**src/rtl/vending_machine_param_pkg.sv**
```systemverilog
// Shared types and default configuration for the parametrised vending controller.
// Coin values are packed ascending (index 0 = smallest); item prices are packed with item 0 in the LSBs.
package vending_machine_param_pkg;

    typedef enum logic [1:0] {
        S_IDLE   = 2'd0,
        S_CREDIT = 2'd1,
        S_RETURN = 2'd2
    } vmState_e;

    localparam int kTotalBits     = 16;
    localparam int kNItems        = 4;
    localparam int kNCoins        = 3;
    localparam int kStockBits     = 4;
    localparam int kInitStock     = 10;
    localparam int kTimeoutCycles = 10;

    localparam logic [kNCoins*kTotalBits-1:0] kCoinValues = {16'd1000, 16'd500, 16'd100};
    localparam logic [kNItems*kTotalBits-1:0] kItemPrices = {16'd2000, 16'd1000, 16'd500, 16'd400};

endpackage

```
**src/rtl/vending_machine_param_change_dispenser.sv**
```systemverilog
// Greedy change picker: selects the largest coin whose value does not exceed the remaining credit.
// Purely combinational; outputs all-zero when no coin fits.
module change_dispenser
    import vending_machine_param_pkg::*;
#(
    parameter int                              N_COINS     = kNCoins,
    parameter int                              TOTAL_BITS  = kTotalBits,
    parameter logic [N_COINS*TOTAL_BITS-1:0]   COIN_VALUES = kCoinValues
) (
    input  logic [TOTAL_BITS-1:0] total_i,
    output logic [N_COINS-1:0]    coin_o,
    output logic [TOTAL_BITS-1:0] value_o
);

    // Coins are ascending, so the last fitting coin in the scan is the largest one.
    always_comb begin
        coin_o  = '0;
        value_o = '0;
        for (int j = 0; j < N_COINS; j++) begin
            if (COIN_VALUES[j*TOTAL_BITS +: TOTAL_BITS] <= total_i) begin
                coin_o    = '0;
                coin_o[j] = 1'b1;
                value_o   = COIN_VALUES[j*TOTAL_BITS +: TOTAL_BITS];
            end
        end
    end

endmodule

```
**src/rtl/vending_machine_param.sv**
```systemverilog
// Parametrised vending controller: coin crediting, item dispense with stock tracking,
// inactivity timeout and one-coin-per-cycle greedy change return.
module vending_machine_param
    import vending_machine_param_pkg::*;
#(
    parameter int                              N_ITEMS        = kNItems,
    parameter int                              N_COINS        = kNCoins,
    parameter int                              TOTAL_BITS     = kTotalBits,
    parameter logic [N_COINS*TOTAL_BITS-1:0]   COIN_VALUES    = kCoinValues,
    parameter logic [N_ITEMS*TOTAL_BITS-1:0]   ITEM_PRICES    = kItemPrices,
    parameter int                              STOCK_BITS     = kStockBits,
    parameter int                              INIT_STOCK     = kInitStock,
    parameter int                              TIMEOUT_CYCLES = kTimeoutCycles
) (
    input  logic                  clk,
    input  logic                  reset_n,
    input  logic [N_COINS-1:0]    i_input_coin,
    input  logic [N_ITEMS-1:0]    i_select_item,
    input  logic                  i_trigger_return,
    input  logic [N_ITEMS-1:0]    i_restock_item,
    output logic [N_ITEMS-1:0]    o_available_item,
    output logic [N_ITEMS-1:0]    o_sold_out,
    output logic [N_ITEMS-1:0]    o_output_item,
    output logic [N_COINS-1:0]    o_return_coin,
    output logic                  o_busy,
    output logic [TOTAL_BITS-1:0] o_current_total
);

    // Extra headroom so a full cycle of coins on top of the credit cannot wrap before the overflow check.
    localparam int SUM_BITS = TOTAL_BITS + $clog2(N_COINS) + 1;
    localparam int SW_BITS  = $clog2(TIMEOUT_CYCLES + 1);

    vmState_e              state_q, state_d;
    logic [TOTAL_BITS-1:0] total_q, total_d;
    logic [SW_BITS-1:0]    stopwatch_q, stopwatch_d;
    logic [STOCK_BITS-1:0] stock_q [N_ITEMS];
    logic [STOCK_BITS-1:0] stock_d [N_ITEMS];
    logic [N_ITEMS-1:0]    outputItem_q, outputItem_d;

    logic [SUM_BITS-1:0]   coinSum;
    logic                  coinCredited;
    logic [TOTAL_BITS-1:0] coinAdd;
    logic [N_ITEMS-1:0]    available;
    logic [N_ITEMS-1:0]    soldOut;
    logic [N_ITEMS-1:0]    serveOneHot;
    logic [TOTAL_BITS-1:0] servePrice;
    logic                  serveValid;
    logic [N_COINS-1:0]    changeCoin;
    logic [TOTAL_BITS-1:0] changeValue;

    change_dispenser #(
        .N_COINS    (N_COINS),
        .TOTAL_BITS (TOTAL_BITS),
        .COIN_VALUES(COIN_VALUES)
    ) uChange (
        .total_i(total_q),
        .coin_o (changeCoin),
        .value_o(changeValue)
    );

    // A cycle's coins are credited all-or-nothing; any overflow drops the whole batch.
    always_comb begin
        coinSum = '0;
        for (int j = 0; j < N_COINS; j++) begin
            if (i_input_coin[j]) begin
                coinSum = coinSum + SUM_BITS'(COIN_VALUES[j*TOTAL_BITS +: TOTAL_BITS]);
            end
        end
        coinCredited = (state_q != S_RETURN) && (coinSum != '0) &&
                       ((SUM_BITS'(total_q) + coinSum) <= SUM_BITS'({TOTAL_BITS{1'b1}}));
        coinAdd      = coinCredited ? coinSum[TOTAL_BITS-1:0] : '0;
    end

    // Availability uses the registered (pre-coin) credit; the lowest-index eligible select wins.
    always_comb begin
        available   = '0;
        soldOut     = '0;
        serveOneHot = '0;
        servePrice  = '0;
        for (int i = 0; i < N_ITEMS; i++) begin
            soldOut[i]   = (stock_q[i] == '0);
            available[i] = (total_q >= ITEM_PRICES[i*TOTAL_BITS +: TOTAL_BITS]) && (stock_q[i] != '0);
        end
        for (int i = N_ITEMS - 1; i >= 0; i--) begin
            if (i_select_item[i] && available[i]) begin
                serveOneHot    = '0;
                serveOneHot[i] = 1'b1;
                servePrice     = ITEM_PRICES[i*TOTAL_BITS +: TOTAL_BITS];
            end
        end
        serveValid = (state_q == S_CREDIT) && (serveOneHot != '0);
    end

    always_comb begin
        state_d      = state_q;
        total_d      = total_q;
        stopwatch_d  = stopwatch_q;
        outputItem_d = '0;
        stock_d      = stock_q;

        case (state_q)
            S_IDLE: begin
                if (coinCredited) begin
                    total_d     = total_q + coinAdd;
                    stopwatch_d = SW_BITS'(TIMEOUT_CYCLES);
                    state_d     = S_CREDIT;
                end
            end
            S_CREDIT: begin
                total_d = total_q + coinAdd - (serveValid ? servePrice : '0);
                if (serveValid) begin
                    outputItem_d = serveOneHot;
                    for (int i = 0; i < N_ITEMS; i++) begin
                        if (serveOneHot[i]) begin
                            stock_d[i] = stock_q[i] - STOCK_BITS'(1);
                        end
                    end
                end
                if (coinCredited || serveValid) begin
                    stopwatch_d = SW_BITS'(TIMEOUT_CYCLES);
                end else if (stopwatch_q != '0) begin
                    stopwatch_d = stopwatch_q - SW_BITS'(1);
                end
                // An exact purchase leaves nothing to return, so it goes straight back to idle.
                if (total_d == '0) begin
                    state_d     = S_IDLE;
                    stopwatch_d = '0;
                end else if (i_trigger_return || (!coinCredited && !serveValid && stopwatch_q == '0)) begin
                    state_d     = S_RETURN;
                    stopwatch_d = '0;
                end
            end
            S_RETURN: begin
                // A remainder smaller than every coin cannot be paid out; drop it rather than stall.
                total_d = (changeValue == '0) ? '0 : total_q - changeValue;
                if (total_d == '0) begin
                    state_d = S_IDLE;
                end
            end
            default: begin
                state_d     = S_IDLE;
                total_d     = '0;
                stopwatch_d = '0;
            end
        endcase

        for (int i = 0; i < N_ITEMS; i++) begin
            if (i_restock_item[i]) begin
                stock_d[i] = STOCK_BITS'(INIT_STOCK);
            end
        end
    end

    always_ff @(posedge clk or negedge reset_n) begin
        if (!reset_n) begin
            state_q      <= S_IDLE;
            total_q      <= '0;
            stopwatch_q  <= '0;
            outputItem_q <= '0;
            for (int i = 0; i < N_ITEMS; i++) begin
                stock_q[i] <= STOCK_BITS'(INIT_STOCK);
            end
        end else begin
            state_q      <= state_d;
            total_q      <= total_d;
            stopwatch_q  <= stopwatch_d;
            outputItem_q <= outputItem_d;
            stock_q      <= stock_d;
        end
    end

    assign o_available_item = available;
    assign o_sold_out       = soldOut;
    assign o_output_item    = outputItem_q;
    assign o_return_coin    = (state_q == S_RETURN) ? changeCoin : '0;
    assign o_busy           = (state_q == S_RETURN);
    assign o_current_total  = total_q;

endmodule

```
**config.mk**
```make
export PLATFORM = sky130hd
export DESIGN_NAME = vending_machine_param
export DESIGN_NICKNAME = d
export VERILOG_FILES = /design/src/rtl/vending_machine_param_pkg.sv /design/src/rtl/vending_machine_param_change_dispenser.sv /design/src/rtl/vending_machine_param.sv
export SDC_FILE = /design/constraint.sdc
export NUM_CORES = 1
export LEC_CHECK = 0
export ABC_CLOCK_PERIOD_IN_PS = 5500
export CORE_MARGIN = 2
export CORE_UTILIZATION = 36
export DETAILED_ROUTE_END_ITERATION = 10
export SLEW_MARGIN = 20
export SYNTH_ARGS = -nofsm -noshare
export SYNTH_HDL_FRONTEND = slang
export SYNTH_SLANG_ARGS = --single-unit
```
**constraint.sdc**
```tcl
create_clock -name clk -period 5.5 [get_ports clk]
set_input_delay 1.375 -clock clk [delete_from_list [all_inputs] [get_ports clk]]
set_output_delay 1.375 -clock clk [all_outputs]
set_load 0.05 [all_outputs]
```
**Word-level counts from Yosys, hierarchy flattened**

Cells that the tools add are included.

- Bits in registers: 42
- Input port bits: 14
- Word-level logic and storage cells: 132
- Output and inout bits: 32

- Eq/ne operators: 7
- Magnitude comparators: 8
- Reduce and logical (&&, ||, !) cells: 51
- Bitwise logic cells: 1
- Add/sub/neg operators: 11
- Muxes and demuxes: 46

Operators by type and width:

| kind | number |
|---|---|
| 2-to-1 mux 16 bit | 9 |
| 2-to-1 mux 4 bit | 19 |
| logical NOT 16 bit | 3 |
| one-hot mux 16 bit (3 select lines) | 1 |
| 2-to-1 mux 19 bit | 2 |
| greater-or-equal comparator 16 x 9 -> 1 bit (second input constant) | 2 |
| subtractor 16 bit | 2 |
| nonzero test 2 bit | 12 |
| nonzero test 4 bit | 6 |
| logical NOT 4 bit | 5 |
| subtractor 4 x 1 -> 4 bit (second input constant) | 5 |
| adder 16 x 19 -> 19 bit | 1 |
| adder 19 x 10 -> 19 bit (second input constant) | 1 |
| adder 19 x 9 -> 19 bit (second input constant) | 1 |
| <= comparator 19 x 16 -> 1 bit (second input constant) | 1 |
| nonzero test 19 bit | 1 |
| AND reduction 3 bit | 6 |
| adder 16 bit | 1 |
| greater-or-equal comparator 16 x 10 -> 1 bit (second input constant) | 1 |
| greater-or-equal comparator 16 x 11 -> 1 bit (second input constant) | 1 |
| <= comparator 10 x 16 -> 1 bit (first input constant) | 1 |
| <= comparator 7 x 16 -> 1 bit (first input constant) | 1 |
| <= comparator 9 x 16 -> 1 bit (first input constant) | 1 |
| 2-to-1 mux 7 bit | 2 |
| other kinds (19) | 39 |

**Logic depth before layout (Yosys ltp)**

- Depth in word-level cells: 16
- Mapped depth: 29
- Depth with buffers taken out: 28

**Hierarchy**

A second synthesis with hierarchy kept.

- Cells, all modules: 638
- Area, all modules: 5183.7 µm²

By module, submodules not included:

| module | cells each | area each (µm²) | times used | seq. area each (µm²) |
|---|---|---|---|---|
| vending_machine_param | 608 | 4973.5 | 1 | 1061.0 |
| change_dispenser | 30 | 210.2 | 1 | 0.0 |

**Least setup slack after synthesis**

Ideal clock, no wire load.

- Kind: input -> register
- From: input port i_input_coin[0]
- To: register stopwatch_q[1]
- Data required time: 5.363 ns
- Path slack: -1.670 ns
- Cell stages on the path: 26
- Library setup time: 0.137 ns
- Path buffers: 2
- Data arrival time: 7.033 ns
- Cells stage by stage: inv_1 ha_1 inv_1 mux2_2 ha_1 a2111oi_0 a21oi_1 o21ai_0 and3_1 clkbuf_1 clkbuf_1 and2_1 ha_1 and3_1 a221o_1 a21oi_1 nor2b_1 nor2_1 xnor2_1 ha_1 or4_1 a311oi_1 nand3_1 or3_4 or4b_4 o22ai_2

- Word-level cells in the longest chain between the ends: 15
- Elaborated cells between the ends (all ways): 26
- Those cells by class: add/sub (5); order compare (1); eq/ne (2); mux (8); reduce/logical (10)

RTL lines:

| what | RTL line | source |
|---|---|---|
| from (decl) | vending_machine_param.sv:17 | `input logic [N_COINS-1:0] i_input_coin,` |
| 2-to-1 mux 7 bit * | vending_machine_param.sv:65 | `if (i_input_coin[j]) begin` |
| adder 19 x 9 -> 19 bit | vending_machine_param.sv:66 | `coinSum = coinSum + SUM_BITS'(COIN_VALUES[j*TOTAL_BITS +: TOTAL_BITS]);` |
| 2-to-1 mux 19 bit * | vending_machine_param.sv:65 |  |
| adder 19 x 10 -> 19 bit | vending_machine_param.sv:66 |  |
| 2-to-1 mux 19 bit * | vending_machine_param.sv:65 |  |
| branches (longest 10 deep; another with adder 16 x 19 -> 19 bit) | n/a |  |
| to (signal assigned) | vending_machine_param.sv:166 | `stopwatch_q <= stopwatch_d;` |
| to (decl) | vending_machine_param.sv:35 | `logic [SW_BITS-1:0] stopwatch_q, stopwatch_d;` |

Every way passes the cells marked *.
A chain may end at the register's enable or synchronous reset.

**Final worst setup path**

- From: input port i_input_coin[1]
- To: register stopwatch_q[1]

- Word-level cells in the longest chain between the ends: 13
- Elaborated cells between the ends (all ways): 24
- Those cells by class: add/sub (4); order compare (1); eq/ne (2); mux (7); reduce/logical (10)

RTL lines:

| what | RTL line |
|---|---|
| 2-to-1 mux 19 bit * | vending_machine_param.sv:65 |
| adder 19 x 10 -> 19 bit | vending_machine_param.sv:66 |
| 2-to-1 mux 19 bit * | vending_machine_param.sv:65 |
| branches (longest 10 deep; another with adder 16 x 19 -> 19 bit) | n/a |

Marked as above.

==> results.py <==
metrics = {
    "finish": {
        "final_cells": 825,
        "drive_gt1_frac": 0.283,
        "syn_to_final_growth_pct": 44.8,
        "n_antenna_cell": 0,
        "fin_nets": 745,
        "register_area_um2": 1060,
        "multi_input_area_um2": 3540,
        "nFillCells": 1113,
    },
    "worst_setup_path": {
        "ff2ff_setup_slack_ns": 0.34,
        "rr_endpoint": "stopwatch_q[1]",
        "worst_path_largest_cell_delay_ns": 0.57,
        "regToRegStartpoint": "o_current_total[2]",
        "crit_type": "in -> reg",
        "cp.arrival_ns": 6.40,
        "worst_setup_path_end_kind": "flip-flop",
        "critPathMaxFanout": 4,
        "reg2reg_depth": 24,
        "worstPathRequired_ns": 5.65,
        "start_kind": "input port",
        "crit_slowest_cell": "or4_4",
    },
    "synthesis": {
        "synth_top_area_share": 0.193,
        "syn_area_um2": 4400,
        "netlist_top_cells_count": "56 x nor2_1, 50 x ha_1, 41 x nand2_1, 38 x inv_1, 34 x dfrtp_1",
        "synthTopCellsByArea": "dfrtp_1 19%, ha_1 14%, xnor2_1 5.4%",
        "synth_flop_cell": "dfrtp_1",
        "synth_cells": 539,
        "yosysMostFrequentCell": "nor2_1",
        "synth-edff-count": 0,
        "synthArstFlopShare": 1.00,
        "avgSynthCellArea_um2": 8.17,
        "ys_types": 68,
        "synth_fp_nets": 607,
        "ys_ff_latch": 42,
        "synth_top_cell_by_area": "dfrtp_1",
        "ys_warn_count": 0,
        "yosysSeqAreaShare": 0.241,
    },
    "power_and_ir_drop": {
        "combPwrFrac": 0.837,
        "net-switching-power_mw": 2.26,
        "p_leak_nw": 2.86,
        "p_total_mw": 4.67,
        "p_int_mw": 2.41,
        "p_sw_frac": 0.485,
        "vdd_drop_max_v": 0.000325,
        "power_density_nw_per_um2": 732,
        "power_frac_clock": 0.063,
        "seqPwrFrac": 0.100,
    },
    "floorplan": {
        "die_w_um": 115,
        "io_pins": 46,
        "core_um2": 12000,
        "die_area_um2": 13100,
        "initial_core_util": 0.368,
        "die_h_um": 115,
        "rows": 40,
    },
    "clock_network": {
        "cts_root_buf": "clkbuf_16",
        "cts_sinks": 42,
        "clk_latency_ns": 0.30,
        "numCtsBuffers": 5,
        "clk_pin_slew_worst_paths_ns": 0.06,
        "clock_path_buffers": 2,
        "cts-htree-levels": 2,
        "cts_tree": "done",
        "hold_buffers": 0,
    },
    "routing": {
        "drtIter0Drc": 428,
        "drc": 0,
        "routed_wl_um": 14100,
        "routed_via_density": 5.58,
        "vias": 4605,
        "first_pass_iters": 5,
        "wire_per_inst_um": 17.0,
        "antenna_left": 0,
    },
    "timing": {
        "rsz0062_at_grt": "yes",
        "maxSlewViolCount": 0,
        "clock_skew_ns": 0.0132,
        "period_needed_ns": 6.25,
        "slew_headroom": 0.558,
        "period_share": 1.14,
        "hold_violations": 0,
        "tightest_slew_ns": 0.660,
        "fin_ws_ns": -0.750,
        "fmax_mhz": 160,
        "setup_viol_count_final": 13,
    },
    "global_routing": {
        "antenna_found_initial": 0,
        "grt_util_met2": 0.370,
        "met3_usage": 0.0244,
        "grt_use_total": 0.218,
        "grt_pass1_vias": 4530,
        "busiest_layer": "met2",
        "grt_max_degree": 43,
        "grt_remaining_overflow": 0,
        "use_met1": 0.290,
        "grt_first_pass_wirelength_um": 22800,
    },
    "run_status": {
        "violations": "setup timing",
        "status": "finished, violations left",
    },
    "placed_design": {
        "routabilityCongestion": 0.882,
        "numPortBuffers": 45,
        "dp_cells": 793,
        "dp_hpwl_um": 10600,
    },
    "hold_path": {
        "min_to": "o_current_total[0]",
        "holdPathStages": 1,
        "min_from": "o_current_total[0]",
        "hp-class": "reg -> reg",
    },
    "job": {
        "maxCapViolCount": 0,
    },
}
## cells in the final DEF (no fill, tap or decap), drive strengths merged, types with 6 or more instances in the layout
master | netlist | layout
clkbuf | 16 | 8
dfrtp | 34 | 34
o21a | 7 | 7
mux2i | 7 | 7
and2 | 12 | 12
xor2 | 15 | 15
nand2b | 7 | 7
inv | 38 | 38
o22ai | 8 | 8
nand3 | 14 | 14
buf | 2 | 107
nor2 | 56 | 56
nor3b | 6 | 6
nand2 | 41 | 41
nor2b | 13 | 13
o21ai | 23 | 23
clkdlybuf4s50 | 0 | 41
ha | 50 | 50
a21oi | 21 | 21
dfstp | 8 | 8
a21o | 8 | 8
a31oi | 7 | 7
nor4 | 8 | 8
o211ai | 6 | 6
nor3 | 18 | 18
and3 | 11 | 11
xnor2 | 27 | 27
## power by group through the flow
stage | sequential [mW] | combinational (mW) | clock (mW)
floorplan | 0.604 | 1.88 | 0
global placement | 0.470 | 3.15 | 0
detailed placement | 0.467 | 3.21 | 0
CTS | 0.465 | 3.61 | 0.298
global route | 0.478 | 4.18 | 0.309
finish | 0.467 | 3.91 | 0.293
## state kept, by name, summed over array words and instances, names as in the netlist
register,count
stock_q,16
stopwatch_q,4
state_q,2
o_output_item,4
o_current_total,16
## layer usage
metal / up-vias / wire length, µm
li1: 2212 / -
met1: 2197 / 6340
met2: 167 / 6650
met3: 29 / 717
met4: 0 / 363
met5: - / 0
## logic make-up after synthesis
kind of cell	count (synthesis)	synth area share
fa+ha+maj	54	0.160
buf+inv	57	0.0495
flops	42	0.241
simple gates	213	0.251
compound gates	120	0.188
xor+xnor	42	0.0836
mux	11	0.0262
## cell type report
type | count | area share
sequential | 42 | 0.167
inverter | 39 | 0.0261
timing repair buffer | 149 | 0.201
clock buffer | 8 | 0.0214
tap | 147 | 0.0289
multi-input combinational | 440 | 0.556
## what timing repair did
| action | 4_1_cts | 5_1_grt |
|---|---|---|
| pin swaps | 26 | 14 |
| setup endpoints to repair | 18 | 17 |
| gates resized for setup | 55 | 24 |
| setup buffers | 25 | 2 |
## worst max-delay path by stage
stage / from / end / slack [ns]
detailed placement: i_input_coin[1] / stopwatch_q[3] / -1.88
floorplan: i_input_coin[0] / stopwatch_q[1] / -0.95
finish: i_input_coin[1] / stopwatch_q[1] / -0.75
global placement: i_input_coin[0] / stopwatch_q[1] / -1.71
CTS: i_input_coin[1] / stopwatch_q[1] / -0.76
global route: i_input_coin[0] / stopwatch_q[1] / -0.97
## critical path, delay by kind of cell
| kind | cells | cell delay, ns |
|---|---|---|
| compound gates | 10 | 1.54 |
| xor+xnor | 1 | 0.15 |
| fa+ha+maj | 5 | 1.34 |
| buf+inv | 4 | 0.32 |
| simple gates | 7 | 1.66 |
## metrics by stage
stage	util	hold slack (ns)	setup TNS (ns)	setup slack [ns]	instance area (µm²)
finish	0.533	0.523	-7.28	-0.750	6370
global placement	0.478	0.500	-21.63	-1.71	5720
floorplan	-	0.528	-7.58	-0.948	4590
detailed placement	0.478	0.514	-23.85	-1.88	5720
CTS	0.522	0.533	-7.26	-0.756	6250
global route	0.533	0.573	-10.34	-0.971	6370
(Power assumes the default switching activity.)
